File: src/rtl/pipe_pkg.sv
`default_nettype none
// +----------------------------------------------------------------------------+
// | pipe_pkg                                                                   |
// | Shared types and constants for the 5-stage pipeline front end.            |
// | Revision: 1.0                                                              |
// +----------------------------------------------------------------------------+
package pipe_pkg;

  typedef enum logic [1:0] {
    ST_FETCH  = 2'd0,
    ST_WAIT   = 2'd1,
    ST_DROP   = 2'd2,
    ST_HALTED = 2'd3
  } fetch_state_t;

  localparam logic [31:0] C_RESET_PC = 32'h0000_0000;
  localparam logic [31:0] C_NOP      = 32'h0000_0000;

  function automatic logic [31:0] word_align(input logic [31:0] addr);
    return {addr[31:2], 2'b00};
  endfunction

endpackage
`default_nettype wire

File: src/rtl/fetch_hold_buf.sv
`default_nettype none
// +----------------------------------------------------------------------------+
// | fetch_hold_buf                                                             |
// | One-entry skid register holding a fetched PC+4/instruction pair while      |
// | IF/ID is stalled. Priority: flush > consume > load.                        |
// | Revision: 1.0                                                              |
// +----------------------------------------------------------------------------+
module fetch_hold_buf
  import pipe_pkg::*;
(
  input  logic        clk,
  input  logic        clr_n,
  input  logic        i_load,
  input  logic        i_consume,
  input  logic        i_flush,
  input  logic [31:0] i_pc,
  input  logic [31:0] i_ir,
  output logic        o_valid,
  output logic [31:0] o_pc,
  output logic [31:0] o_ir
);

  logic        r_valid;
  logic [31:0] r_pc;
  logic [31:0] r_ir;

  always_ff @(posedge clk or negedge clr_n) begin
    if (!clr_n) begin
      r_valid <= 1'b0;
      r_pc    <= C_NOP;
      r_ir    <= C_NOP;
    end else if (i_flush || i_consume) begin
      r_valid <= 1'b0;
    end else if (i_load) begin
      r_valid <= 1'b1;
      r_pc    <= i_pc;
      r_ir    <= i_ir;
    end
  end

  assign o_valid = r_valid;
  assign o_pc    = r_pc;
  assign o_ir    = r_ir;

endmodule
`default_nettype wire

File: src/rtl/fetch_stage.sv
`default_nettype none
// +----------------------------------------------------------------------------+
// | fetch_stage                                                                |
// | Instruction fetch: owns the PC, runs the imem req/rdy handshake and feeds  |
// | IF/ID. Optional FETCH_PERF_CNT_EN adds fetch_cnt/stall_cnt counters.       |
// | Revision: 1.0                                                              |
// +----------------------------------------------------------------------------+
module fetch_stage
  import pipe_pkg::*;
#(
  parameter logic [31:0] RESET_PC = C_RESET_PC,
  parameter int          IMEM_AW  = 10
) (
  input  logic               clk,
  input  logic               clr_n,
  input  logic               Enable,
  input  logic               Redirect,
  input  logic [31:0]        Redirect_PC,
  input  logic               Halt_IN,
  input  logic               Resume,
  output logic               imem_req,
  output logic [IMEM_AW-1:0] imem_addr,
  input  logic               imem_rdy,
  input  logic [31:0]        imem_data,
  output logic [31:0]        PC_OUT,
  output logic [31:0]        IR_OUT,
  output logic               Bubble_OUT,
  output logic               Halted
`ifdef FETCH_PERF_CNT_EN
  ,
  output logic [31:0]        fetch_cnt,
  output logic [31:0]        stall_cnt
`endif
);

  fetch_state_t r_state, w_state_nxt;
  logic [31:0]  r_pc, w_pc_nxt;
  logic [31:0]  r_target, w_target_nxt;
  logic         r_live;
  logic         r_halt_pend, w_halt_pend_nxt;

  logic         w_hb_valid;
  logic [31:0]  w_hb_pc;
  logic [31:0]  w_hb_ir;

  logic         w_req, w_xfer, w_stall, w_deliver_new, w_halt_req;
  logic [31:0]  w_pc_plus4, w_redir_pc;

  // r_live holds off the first request until the first edge after reset release.
  assign w_req         = r_live && !w_hb_valid && (r_state != ST_HALTED);
  assign w_xfer        = w_req && imem_rdy;
  assign w_stall       = w_req && !imem_rdy;
  assign w_deliver_new = w_xfer && (r_state != ST_DROP) && !Redirect;
  assign w_halt_req    = Halt_IN || r_halt_pend;
  assign w_pc_plus4    = r_pc + 32'd4;
  assign w_redir_pc    = word_align(Redirect_PC);

  fetch_hold_buf u_hold_buf (
    .clk       (clk),
    .clr_n     (clr_n),
    .i_load    (w_deliver_new && !Enable),
    .i_consume (w_hb_valid && Enable),
    .i_flush   (Redirect),
    .i_pc      (w_pc_plus4),
    .i_ir      (imem_data),
    .o_valid   (w_hb_valid),
    .o_pc      (w_hb_pc),
    .o_ir      (w_hb_ir)
  );

  always_ff @(posedge clk or negedge clr_n) begin
    if (!clr_n) begin
      r_state     <= ST_FETCH;
      r_pc        <= RESET_PC;
      r_target    <= C_NOP;
      r_live      <= 1'b0;
      r_halt_pend <= 1'b0;
    end else begin
      r_state     <= w_state_nxt;
      r_pc        <= w_pc_nxt;
      r_target    <= w_target_nxt;
      r_live      <= 1'b1;
      r_halt_pend <= w_halt_pend_nxt;
    end
  end

  always_comb begin
    w_state_nxt     = r_state;
    w_pc_nxt        = r_pc;
    w_target_nxt    = r_target;
    w_halt_pend_nxt = r_halt_pend || Halt_IN;
    unique case (r_state)
      ST_FETCH, ST_WAIT: begin
        if (w_stall) begin
          // A redirect cannot abandon a request mid-handshake; drain it in DROP.
          if (Redirect) begin
            w_state_nxt  = ST_DROP;
            w_target_nxt = w_redir_pc;
          end else begin
            w_state_nxt = ST_WAIT;
          end
        end else begin
          if (Redirect) begin
            w_pc_nxt = w_redir_pc;
          end else if (w_xfer) begin
            w_pc_nxt = w_pc_plus4;
          end
          w_state_nxt = w_halt_req ? ST_HALTED : ST_FETCH;
        end
      end
      ST_DROP: begin
        if (w_xfer) begin
          w_pc_nxt    = Redirect ? w_redir_pc : r_target;
          w_state_nxt = w_halt_req ? ST_HALTED : ST_FETCH;
        end else if (Redirect) begin
          w_target_nxt = w_redir_pc;
        end
      end
      ST_HALTED: begin
        if (Redirect) begin
          w_pc_nxt = w_redir_pc;
        end
        if (Resume && !Halt_IN) begin
          w_state_nxt = ST_FETCH;
        end
      end
      default: w_state_nxt = ST_FETCH;
    endcase
    if (w_state_nxt == ST_HALTED) begin
      w_halt_pend_nxt = 1'b0;
    end
  end

  always_comb begin
    Bubble_OUT = 1'b1;
    PC_OUT     = C_NOP;
    IR_OUT     = C_NOP;
    if (!Redirect) begin
      if (w_hb_valid) begin
        Bubble_OUT = 1'b0;
        PC_OUT     = w_hb_pc;
        IR_OUT     = w_hb_ir;
      end else if (w_deliver_new) begin
        Bubble_OUT = 1'b0;
        PC_OUT     = w_pc_plus4;
        IR_OUT     = imem_data;
      end
    end
  end

  assign imem_req  = w_req;
  assign imem_addr = r_pc[IMEM_AW+1:2];
  assign Halted    = (r_state == ST_HALTED);

`ifdef FETCH_PERF_CNT_EN
  logic [31:0] r_fetch_cnt;
  logic [31:0] r_stall_cnt;

  always_ff @(posedge clk or negedge clr_n) begin
    if (!clr_n) begin
      r_fetch_cnt <= 32'd0;
      r_stall_cnt <= 32'd0;
    end else begin
      if (!Bubble_OUT && Enable) begin
        r_fetch_cnt <= r_fetch_cnt + 32'd1;
      end
      if (w_stall) begin
        r_stall_cnt <= r_stall_cnt + 32'd1;
      end
    end
  end

  assign fetch_cnt = r_fetch_cnt;
  assign stall_cnt = r_stall_cnt;
`endif

endmodule
`default_nettype wire

File: config.mk
export PLATFORM = sky130hd
export DESIGN_NAME = fetch_stage
export DESIGN_NICKNAME = d
export VERILOG_FILES = /design/src/rtl/pipe_pkg.sv /design/src/rtl/fetch_hold_buf.sv /design/src/rtl/fetch_stage.sv
export SDC_FILE = /design/constraint.sdc
export NUM_CORES = 1
export LEC_CHECK = 0
export BUFFER_PORTS_ARGS = -buffer_cell sky130_fd_sc_hd__buf_2
export CAP_MARGIN = 20
export CORE_MARGIN = 2
export CORE_UTILIZATION = 35
export CTS_CLUSTER_SIZE = 28
export DETAILED_ROUTE_END_ITERATION = 7
export SLEW_MARGIN = 20
export SYNTH_ARGS = -nofsm -noshare
export SYNTH_HDL_FRONTEND = slang
export SYNTH_SLANG_ARGS = --single-unit
File: constraint.sdc
create_clock -name clk -period 5.5 [get_ports clk]
set_input_delay 0.55 -clock clk [delete_from_list [all_inputs] [get_ports clk]]
set_output_delay 0.55 -clock clk [all_outputs]
set_load 0.005 [all_outputs]
==> results of run 1 <==
-- path summary, 6_finish.rpt --
path | cells past startpoint | endpoint | startpoint
worst max-delay path | 7 | PC_OUT[7] | Redirect
max in group asynchronous | 2 | r_target[6]$_DFFE_PN0P_ | clr_n
worst min register to register | 2 | u_hold_buf.o_pc[31]$_DFFE_PN0P_ | u_hold_buf.o_pc[31]$_DFFE_PN0P_
min in group clk | 2 | u_hold_buf.o_valid$_DFFE_PN0P_ | Enable
worst max register to register | 6 | u_hold_buf.o_pc[9]$_DFFE_PN0P_ | r_state[1]$_DFF_PN0_
worst min-delay path | 1 | r_target[12]$_DFFE_PN0P_ | clr_n
-- registers in the layout (all words and copies together), names as in the netlist --
| name | flops |
|---|---|
| r_halt_pend | 1 |
| u_hold_buf.o_ir | 32 |
| r_pc | 32 |
| u_hold_buf.o_valid | 1 |
| r_state | 2 |
| u_hold_buf.o_pc | 32 |
| r_target | 32 |
| r_live | 1 |
-- kinds of logic (layout without fill, tap and decap cells) --
group	Yosys count	in the layout	synth area share
mux	73	73	0.112
other cells	1	3	0.000517
simple gates	190	190	0.135
buf+inv	74	197	0.0468
compound gates	233	233	0.211
flops	133	133	0.459
xor+xnor	28	28	0.0338
fa+ha+maj	1	1	0.00173
-- power breakdown --
group / internal [uW] / switching, uW / total (uW)
Clock: 691 / 409 / 1100
Sequential: 1410 / 359 / 1770
Combinational: 645 / 767 / 1410
-- metrics by stage --
step | worst slack [ns] | cells | utilization | cell area (um2)
4_1_cts | 2.04 | 1126 | 0.428 | 8680
2_1_floorplan | 3.19 | 733 | - | 7250
3_5_place_dp | 1.99 | 1095 | 0.400 | 8120
3_3_place_gp | 2.06 | 1095 | 0.400 | 8120
5_1_grt | 1.86 | 1128 | 0.428 | 8690
6_report | 2.00 | 1128 | 0.428 | 8690
-- routing by layer --
metal | track usage | part of all wire | wire length, um
met1 | 0.267 | 0.48 | 9440
met2 | 0.271 | 0.45 | 8960
met3 | 0.0386 | 0.055 | 1090
met4 | 0.0671 | 0.018 | 362
met5 | 0 | 0 | 0
-- area by class of cell --
class                           instances  area, um2  share of cell area
Multi-Input combinational cell        526       3590               0.414
Sequential cell                       133       3330               0.383
Timing Repair Buffer                  157        822              0.0946
Clock buffer                           28        527              0.0606
Tap cell                              270        338              0.0389
Clock inverter                          3       40.0             0.00461
Inverter                                9       33.8             0.00389
Antenna cell                            2       5.00            0.000576
-- placed cells by master (no fill, tap or decap), types with 5 or more instances in the layout --
| cell | count |
|---|---|
| a21oi_1 | 50 |
| a22o_1 | 49 |
| a22oi_1 | 17 |
| buf_2 | 144 |
| buf_4 | 12 |
| clkbuf_1 | 5 |
| clkbuf_16 | 17 |
| clkbuf_8 | 6 |
| dfrtp_1 | 133 |
| inv_1 | 9 |
| mux2_2 | 65 |
| mux2i_1 | 6 |
| nand2_1 | 60 |
| nand3_1 | 23 |
| nand4_1 | 5 |
| nor2_1 | 53 |
| nor3_1 | 9 |
| o21ai_0 | 69 |
| o22ai_1 | 8 |
| o2bb2ai_1 | 5 |
| or3_1 | 5 |
| xnor2_1 | 16 |
| xor2_1 | 12 |
==> results.json, run 1 <==
{
  "status": "finished, final reports clean",
  "nNetsFinal": 916,
  "grt_overflow_total": 0,
  "slew_headroom": 0.327,
  "postSynthAreaPerCell_um2": 9.89,
  "ys_ff_latch": 133,
  "hold_buffers": 0,
  "irDropWorstVdd_uv": 248,
  "yosysMostFrequentCell": "dfrtp_1",
  "start_util": 0.357,
  "grt_pass1_vias": 5645,
  "grt_pass1_wl_mm": 31.5,
  "crit_arrival_ns": 2.95,
  "max_stage_delay_ns": 0.64,
  "clkSinkCount": 133,
  "postSynthCellCount": 733,
  "yosysTopAreaCell": "dfrtp_1",
  "core_area_mm2": 0.0203,
  "ys_types": 58,
  "crit_slowest_cell": "nor2_2",
  "setup_tns_ns": 0,
  "hold_class": "input pin to asynchronous set/reset pin",
  "crit_chain": "buf_2, buf_4, nor2_2, nand3_1, buf_4, o21ai_0, buf_2",
  "antenna_left": 0,
  "critPathMaxFanout": 32,
  "antenna_found_initial": 2,
  "ys_top_cells_by_count": "dfrtp_1, o21ai_0, mux2_2, nand2_1, nor2_1",
  "critPathRequiredTime_ns": 4.95,
  "drt_wl_total_mm": 19.8,
  "die_x_um": 148,
  "finalPower_uw": 4280,
  "end_kind": "output pin",
  "tightest_slew_ns": 1.01,
  "drive_gt1_frac": 0.311,
  "finalWeightedCongestion": 0.832,
  "cts_tree": "done",
  "worst_hold_slack_ns": 0.176,
  "p_leak_uw": 0.00397,
  "cts_root_buf": "clkbuf_16",
  "num_vias": 5925,
  "pin_count": 148,
  "max_cap_viol_count": 0,
  "p_per_area_mw_per_mm2": 492,
  "first_iter_violations": 427,
  "drcViolationCount": 0,
  "area_delta_synth_final_pct": 19.8,
  "setup_viol": 0,
  "clk_pin_slew_ns": 0.06,
  "ys_top_cells_by_area": "dfrtp_1, mux2_2, a22o_1, o21ai_0, a21oi_1",
  "synthesis.nets": 805,
  "grt_start_max_net_pins": 80,
  "start_kind": "input pin",
  "clk_path_buf_depth": 2,
  "rows": 52,
  "track_usage": 0.184,
  "port_buffers": 145,
  "yosysSeqAreaShare": 0.459,
  "finalMaxSlewViolations": 0,
  "synth_flop_cell": "dfrtp_1",
  "period_share": 0.637,
  "clock_latency_ns": 0.42,
  "async_reset_ff_frac": 1.00,
  "rrSetupSlack_ns": 2.53,
  "die_h_um": 148,
  "die_area_mm2": 0.0219,
  "cts.repair.resized": 0,
  "synth_top_area_frac": 0.459,
  "vias_per_cell": 5.25,
  "rsz0062_at_grt": "false",
  "cpLargestDelayFamily": "buffers and inverters",
  "hpwl_mm": 13.8,
  "fmax_ghz": 0.286,
  "final.setup_skew_ns": 0.00731,
  "synth_edf_count": 0,
  "nFillCells": 2044,
  "syn_area_mm2": 0.00725,
  "min_period_ns": 3.50,
  "hold_viol": 0,
  "postCtsSetupBuffers": 0,
  "h-tree-depth": 4,
  "crit_type": "input pin to output pin",
  "cts_buffers": 17,
  "critPathBufInv": 4,
  "dr.pass1.iters": 5,
  "wire_per_inst_um": 17.6,
  "yosysWarnings": 0
}
Power figures use the tool's default switching activity.
==> inputs of run 2 (changes only) <==
- clock period: 5.5 -> 3.3 ns (I/O delays scaled with it)
==> run 2 against run 1 <==
Compared with the run above:
- total power rose by 73%
- non-clock buffer count rose by 9
- clock skew fell by 0.0019 ns
- utilization rose by 0.72 points
- critical path type is now flip-flop to output pin
- largest cell class unchanged
- largest power group unchanged
==> results.json, run 2 (synthesized netlist as in run 1, its figures left out) <==
{
  "status": "finished, final reports clean",
  "drcViolationCount": 0,
  "final_cell_mix": "buf_2, dfrtp_1, o21ai_0, mux2_2, nand2_1",
  "p_per_area_mw_per_mm2": 840,
  "cpLargestDelayFamily": "simple AND/OR/NAND/NOR gates",
  "max_stage_delay_ns": 0.47,
  "placed_area_mm2": 0.00819,
  "antenna_found_initial": 2,
  "drt_wl_total_mm": 20.3,
  "start_kind": "flip-flop",
  "core_area_mm2": 0.0203,
  "ff2ff_path_depth": 7,
  "cts_tree": "done",
  "pin_count": 148,
  "final.setup_skew_ns": 0.00545,
  "critPathBufInv": 1,
  "reg2reg_to": "u_hold_buf.o_pc[21]$_DFFE_PN0P_",
  "final_util": 0.435,
  "finalMaxSlewViolations": 0,
  "num_vias": 6009,
  "tightest_slew_ns": 0.715,
  "place_ws_ns": 0.694,
  "start_util": 0.357,
  "grt_pass1_wl_mm": 31.7,
  "setup_tns_ns": 0,
  "die_x_um": 148,
  "rows": 52,
  "first_iter_violations": 489,
  "critPathMostFrequentCell": "nand4_1",
  "crit_chain": "ha_1, nand4_1, nor2_2, nand4_1, xnor2_1, o21ai_0, buf_2",
  "period_share": 0.904,
  "rrSetupSlack_ns": 0.71,
  "design_area_mm2": 0.00883,
  "worstHoldPathCells": 2,
  "r2r_start": "r_state[1]$_DFF_PN0_",
  "hold_path_end": "u_hold_buf.o_valid$_DFFE_PN0P_",
  "setup_viol": 0,
  "rsz0062_at_grt": "false",
  "finalWeightedCongestion": 0.805,
  "slew_headroom": 0.523,
  "vias_per_cell": 5.29,
  "clock_latency_ns": 0.42,
  "fin_ws_ns": 0.318,
  "h-tree-depth": 4,
  "dr.pass1.iters": 7,
  "fmax_ghz": 0.335,
  "port_buffers": 145,
  "min_from": "Enable",
  "min_period_ns": 2.98,
  "antenna_left": 0,
  "track_usage": 0.186,
  "drive_gt1_frac": 0.321,
  "hold_class": "input pin to flip-flop",
  "grt_overflow_total": 0,
  "cts.repair.resized": 0,
  "grt_start_max_net_pins": 73,
  "grt_pass1_vias": 5657,
  "irDropWorstVdd_uv": 409,
  "p_leak_uw": 0.00405,
  "end_kind": "output pin",
  "die_h_um": 148,
  "crit_type": "flip-flop to output pin",
  "clk_path_buf_depth": 2,
  "area_delta_synth_final_pct": 21.9,
  "hold_viol": 0,
  "crit_slowest_cell": "dfrtp_1",
  "clkSinkCount": 133,
  "wire_per_inst_um": 17.8,
  "final_common_cell": "buf_2",
  "cts_buffers": 17,
  "die_area_mm2": 0.0219,
  "crit_arrival_ns": 2.65,
  "clk_pin_slew_ns": 0.05,
  "critPathMaxFanout": 10,
  "critPathRequiredTime_ns": 2.97,
  "cts_root_buf": "clkbuf_16",
  "nNetsFinal": 925,
  "n_antenna_cell": 0,
  "hpwl_mm": 14.2,
  "max_cap_viol_count": 0
}
run 2: cell types whose count changed in the layout (fill, tap and decap cells not counted), moves of 2 or more:
cell	previous run	this run
buf_4	12	19
clkbuf_8	6	4
diode_2	2	0
bufinv_16	1	4
clkbuf_1	5	2
clkinv_2	2	4
run 2: worst register-to-register path: cells and delay by family (launching register included):
| kind | cells | cell delay (ns) |
|---|---|---|
| AOI/OAI and AO/OA | 1 | 0.14 |
| DFF | 1 | 0.62 |
| buffers and inverters | 2 | 0.69 |
| and+or+nand+nor | 4 | 1.07 |
run 2: where the power goes:
part | switching [uW] | internal, uW
combinational | 1320 | 1120
sequential | 598 | 2340
clock | 695 | 1340
run 2: worst max-delay path by stage:
stage                               from                             end  slack (ns)  cells past startpoint
finish               r_pc[3]$_DFFE_PN0P_                      PC_OUT[24]        0.32                      7
global route         r_pc[3]$_DFFE_PN0P_                      PC_OUT[24]         0.1                      7
CTS                  r_pc[3]$_DFFE_PN0P_                      PC_OUT[24]        0.30                      7
detailed placement  r_state[1]$_DFF_PN0_  u_hold_buf.o_pc[5]$_DFFE_PN0P_        0.69                      7
global placement     r_pc[3]$_DFFE_PN0P_                      PC_OUT[24]        0.72                      7
floorplan            r_pc[2]$_DFFE_PN0P_                      PC_OUT[20]        1.24                      6
run 2: through the flow:
stage,total power (uW),hold slack [ns],cells
after floorplan,4630,0.0344,733
after global placement,5300,0.406,1103
after detailed placement,5390,0.406,1103
after CTS,7460,0.108,1136
after global routing,7900,0.114,1136
final,7420,0.122,1136
run 2: cell type report:
| cell class | count | area (um2) |
|---|---|---|
| clock buffer | 23 | 488 |
| clock inverter | 9 | 148 |
| fill | 1974 | 11500 |
| inverter | 9 | 33.8 |
| multi-input combinational | 526 | 3590 |
| sequential | 133 | 3330 |
| tap | 270 | 338 |
| timing repair buffer | 166 | 905 |
run 2: layer usage:
layer | GRT usage | vias to the layer above | wire, um
li1 | - | 2916 | -
met1 | 0.280 | 2922 | 9870
met2 | 0.268 | 143 | 9180
met3 | 0.0410 | 26 | 942
met4 | 0.0510 | 2 | 263
met5 | 0 | - | 13
run 2: timing repair:
| action | 4_1_cts | 5_1_grt |
|---|---|---|
| hold endpoints to repair | 69 | 0 |
| buffers inserted | 0 | 0 |
| hold buffers | 1 | 0 |
==> inputs of run 3 (changes only) <==
- GPL_TIMING_DRIVEN: unset -> 0
- SYNTH_HIERARCHICAL: unset -> 1
==> run 3 against run 2 <==
Compared with the run above:
- utilization is essentially flat
- wire length grew 4.5%
- clock power is essentially flat
- cell area grew 6.9%
- count of clock-buffer cells in the layout shrank 4
- global-route usage shrank 0.30 points
- first-iteration DRC count shrank 3.7%
- register-to-register slack lost 0.55 ns
- total power grew 1.1%
- critical endpoint is now u_hold_buf/o_ir[0]$_DFFE_PN0P_
==> results.json, run 3 <==
{
  "die_x_um": 152,
  "drcViolationCount": 0,
  "fin_ws_ns": 0.163,
  "ys_top_cells_by_count": "dfrtp_1, a22o_1, nand2_1, mux2_4, o21ai_0",
  "yosysTopAreaCell": "dfrtp_1",
  "grt_pass1_vias": 5757,
  "nNetsFinal": 934,
  "final.setup_skew_ns": 0.00912,
  "multi_input_area_mm2": 0.00389,
  "wire_per_inst_um": 18.3,
  "port_buffers": 145,
  "clkSinkCount": 133,
  "status": "finished, final reports clean",
  "p_leak_uw": 0.00441,
  "num_vias": 6122,
  "async_reset_ff_frac": 1.00,
  "drive_gt1_frac": 0.365,
  "synth_flop_cell": "dfrtp_1",
  "hpwl_mm": 15.5,
  "hold_class": "input pin to flip-flop",
  "area_delta_synth_final_pct": 23.2,
  "placed_area_mm2": 0.00878,
  "finalWeightedCongestion": 0.834,
  "cts_root_buf": "clkbuf_16",
  "die_area_mm2": 0.0231,
  "design_area_mm2": 0.00944,
  "rows": 54,
  "crit_arrival_ns": 3.44,
  "yosysMostFrequentCell": "dfrtp_1",
  "die_h_um": 152,
  "yosysSeqAreaShare": 0.434,
  "grt_pass1_wl_mm": 33.5,
  "h-tree-depth": 4,
  "nFillCells": 2079,
  "drt_wl_total_mm": 21.2,
  "min_period_ns": 3.14,
  "period_share": 0.951,
  "place_ws_ns": 0.0744,
  "final_cell_mix": "buf_2, dfrtp_1, a22o_1, nand2_1, mux2_4",
  "grt_start_max_net_pins": 92,
  "setup_tns_ns": 0,
  "cts_buffers": 17,
  "synthesis.nets": 768,
  "cts_tree": "done",
  "tightest_slew_ns": 0.734,
  "critPathMaxFanout": 10,
  "crit_type": "flip-flop to flip-flop",
  "final_common_cell": "buf_2",
  "ys_ff_latch": 133,
  "n_antenna_cell": 0,
  "p_per_area_mw_per_mm2": 794,
  "grt_overflow_total": 0,
  "clock_latency_ns": 0.42,
  "finalMaxSlewViolations": 0,
  "finalPower_uw": 7500,
  "max_cap_viol_count": 0,
  "hold_viol": 0,
  "pin_count": 148,
  "track_usage": 0.183,
  "first_iter_violations": 471,
  "dr.pass1.iters": 5,
  "vias_per_cell": 5.30,
  "critPathRequiredTime_ns": 3.60,
  "antenna_found_initial": 0,
  "slew_headroom": 0.509,
  "worst_hold_slack_ns": 0.153,
  "postSynthAreaPerCell_um2": 11.0,
  "ys_top_cells_by_area": "dfrtp_1, mux2_4, a22o_1, mux2_2, nand2_1",
  "final-seq-area_mm2": 0.00333,
  "ys_types": 65,
  "antenna_left": 0,
  "synth_top_area_frac": 0.434,
  "clk_pin_slew_ns": 0.06,
  "clk_path_buf_depth": 2,
  "core_area_mm2": 0.0217,
  "start_kind": "flip-flop",
  "yosysWarnings": 6,
  "rsz0062_at_grt": "false",
  "start_util": 0.353,
  "postCtsSetupBuffers": 0,
  "setup_viol": 0,
  "postSynthCellCount": 696,
  "fmax_ghz": 0.319,
  "syn_area_mm2": 0.00767,
  "end_kind": "flip-flop",
  "irDropWorstVdd_uv": 306,
  "synth_edf_count": 0
}
==> run 3: cell types whose count changed after synthesis, moves of 6 or more <==
cell     change
mux2_4      +60
nand3_1     -11
a22o_1      +20
mux2_2      -31
buf_12       +6
o21ai_0     -30
nor2_1      -25
buf_2       -11
a21oi_1     -29
==> run 3: per-stage QoR <==
step,std cells,utilization
after floorplan,696,-
after global placement,1121,0.403
after detailed placement,1122,0.405
after CTS,1155,0.435
after global routing,1155,0.435
final,1155,0.435
==> run 3: worst paths after layout <==
path / from / to / slack [ns] / cells after the start
setup / recovery: u_hold_buf/o_valid$_DFFE_PN0P_ / u_hold_buf/o_ir[0]$_DFFE_PN0P_ / 0.16 / 9
hold / removal: imem_data[26] / u_hold_buf/o_ir[26]$_DFFE_PN0P_ / 0.15 / 2
setup reg to reg: u_hold_buf/o_valid$_DFFE_PN0P_ / u_hold_buf/o_ir[0]$_DFFE_PN0P_ / 0.16 / 9
hold reg to reg: r_target[0]$_DFFE_PN0P_ / r_target[0]$_DFFE_PN0P_ / 0.49 / 1
max in group asynchronous: clr_n / r_pc[23]$_DFFE_PN0P_ / 2.13 / 3
min in group asynchronous: clr_n / u_hold_buf/o_ir[26]$_DFFE_PN0P_ / 0.39 / 2
==> run 3: routing by layer <==
layer  vias to the layer above  track usage  wire (um)
met1                      2991        0.277      10600
met3                        15       0.0376       1130
met4                         0       0.0414        205
met2                       204        0.268       9230
met5                         -            0          0
li1                       2912            -          -
==> run 3: critical path: stages, from the launching register on <==
cell	delay [ns]
dfrtp_1	0.43
nand3b_1	0.35
o221ai_2	0.49
nand2_1	0.17
clkbuf_1	0.32
nor2_1	0.20
nor3b_2	0.30
buf_6	0.26
buf_12	0.18
mux2_4	0.30
==> run 3: what timing repair did <==
| action | CTS | global route |
|---|---|---|
| setup endpoints to repair | 60 | 40 |
| hold buffers | 1 | 0 |
| pin swaps | 0 | 0 |
| hold endpoints to repair | 42 | 0 |
| resized for setup | 1 | 5 |
==> run 3: cell type report <==
type,count,area share
Buffer,65,0.0427
Clock buffer,19,0.0480
Tap cell,280,0.0371
Inverter,13,0.00663
Sequential cell,133,0.353
Clock inverter,13,0.0191
Timing Repair Buffer,147,0.0819
Multi-Input combinational cell,485,0.412
==> run 3: cell families (layout without fill, tap and decap cells) <==
kind of cell,count (synthesis),count (layout),share of synthesized area
AOI/OAI and AO/OA,191,191,0.184
xor gates and xnor gates,28,28,0.0320
adders and majority gates,1,1,0.00163
buffers and inverters,78,257,0.0606
DFF,133,133,0.434
muxes,96,96,0.170
other,1,1,0.000489
and+or+nand+nor,168,168,0.117
==> run 3: report_power, final <==
part / internal, uW / switching (uW) / total [uW]
sequential: 2260 / 495 / 2760
combinational: 1300 / 1390 / 2690
clock: 1300 / 748 / 2050
total: 4870 / 2630 / 7500
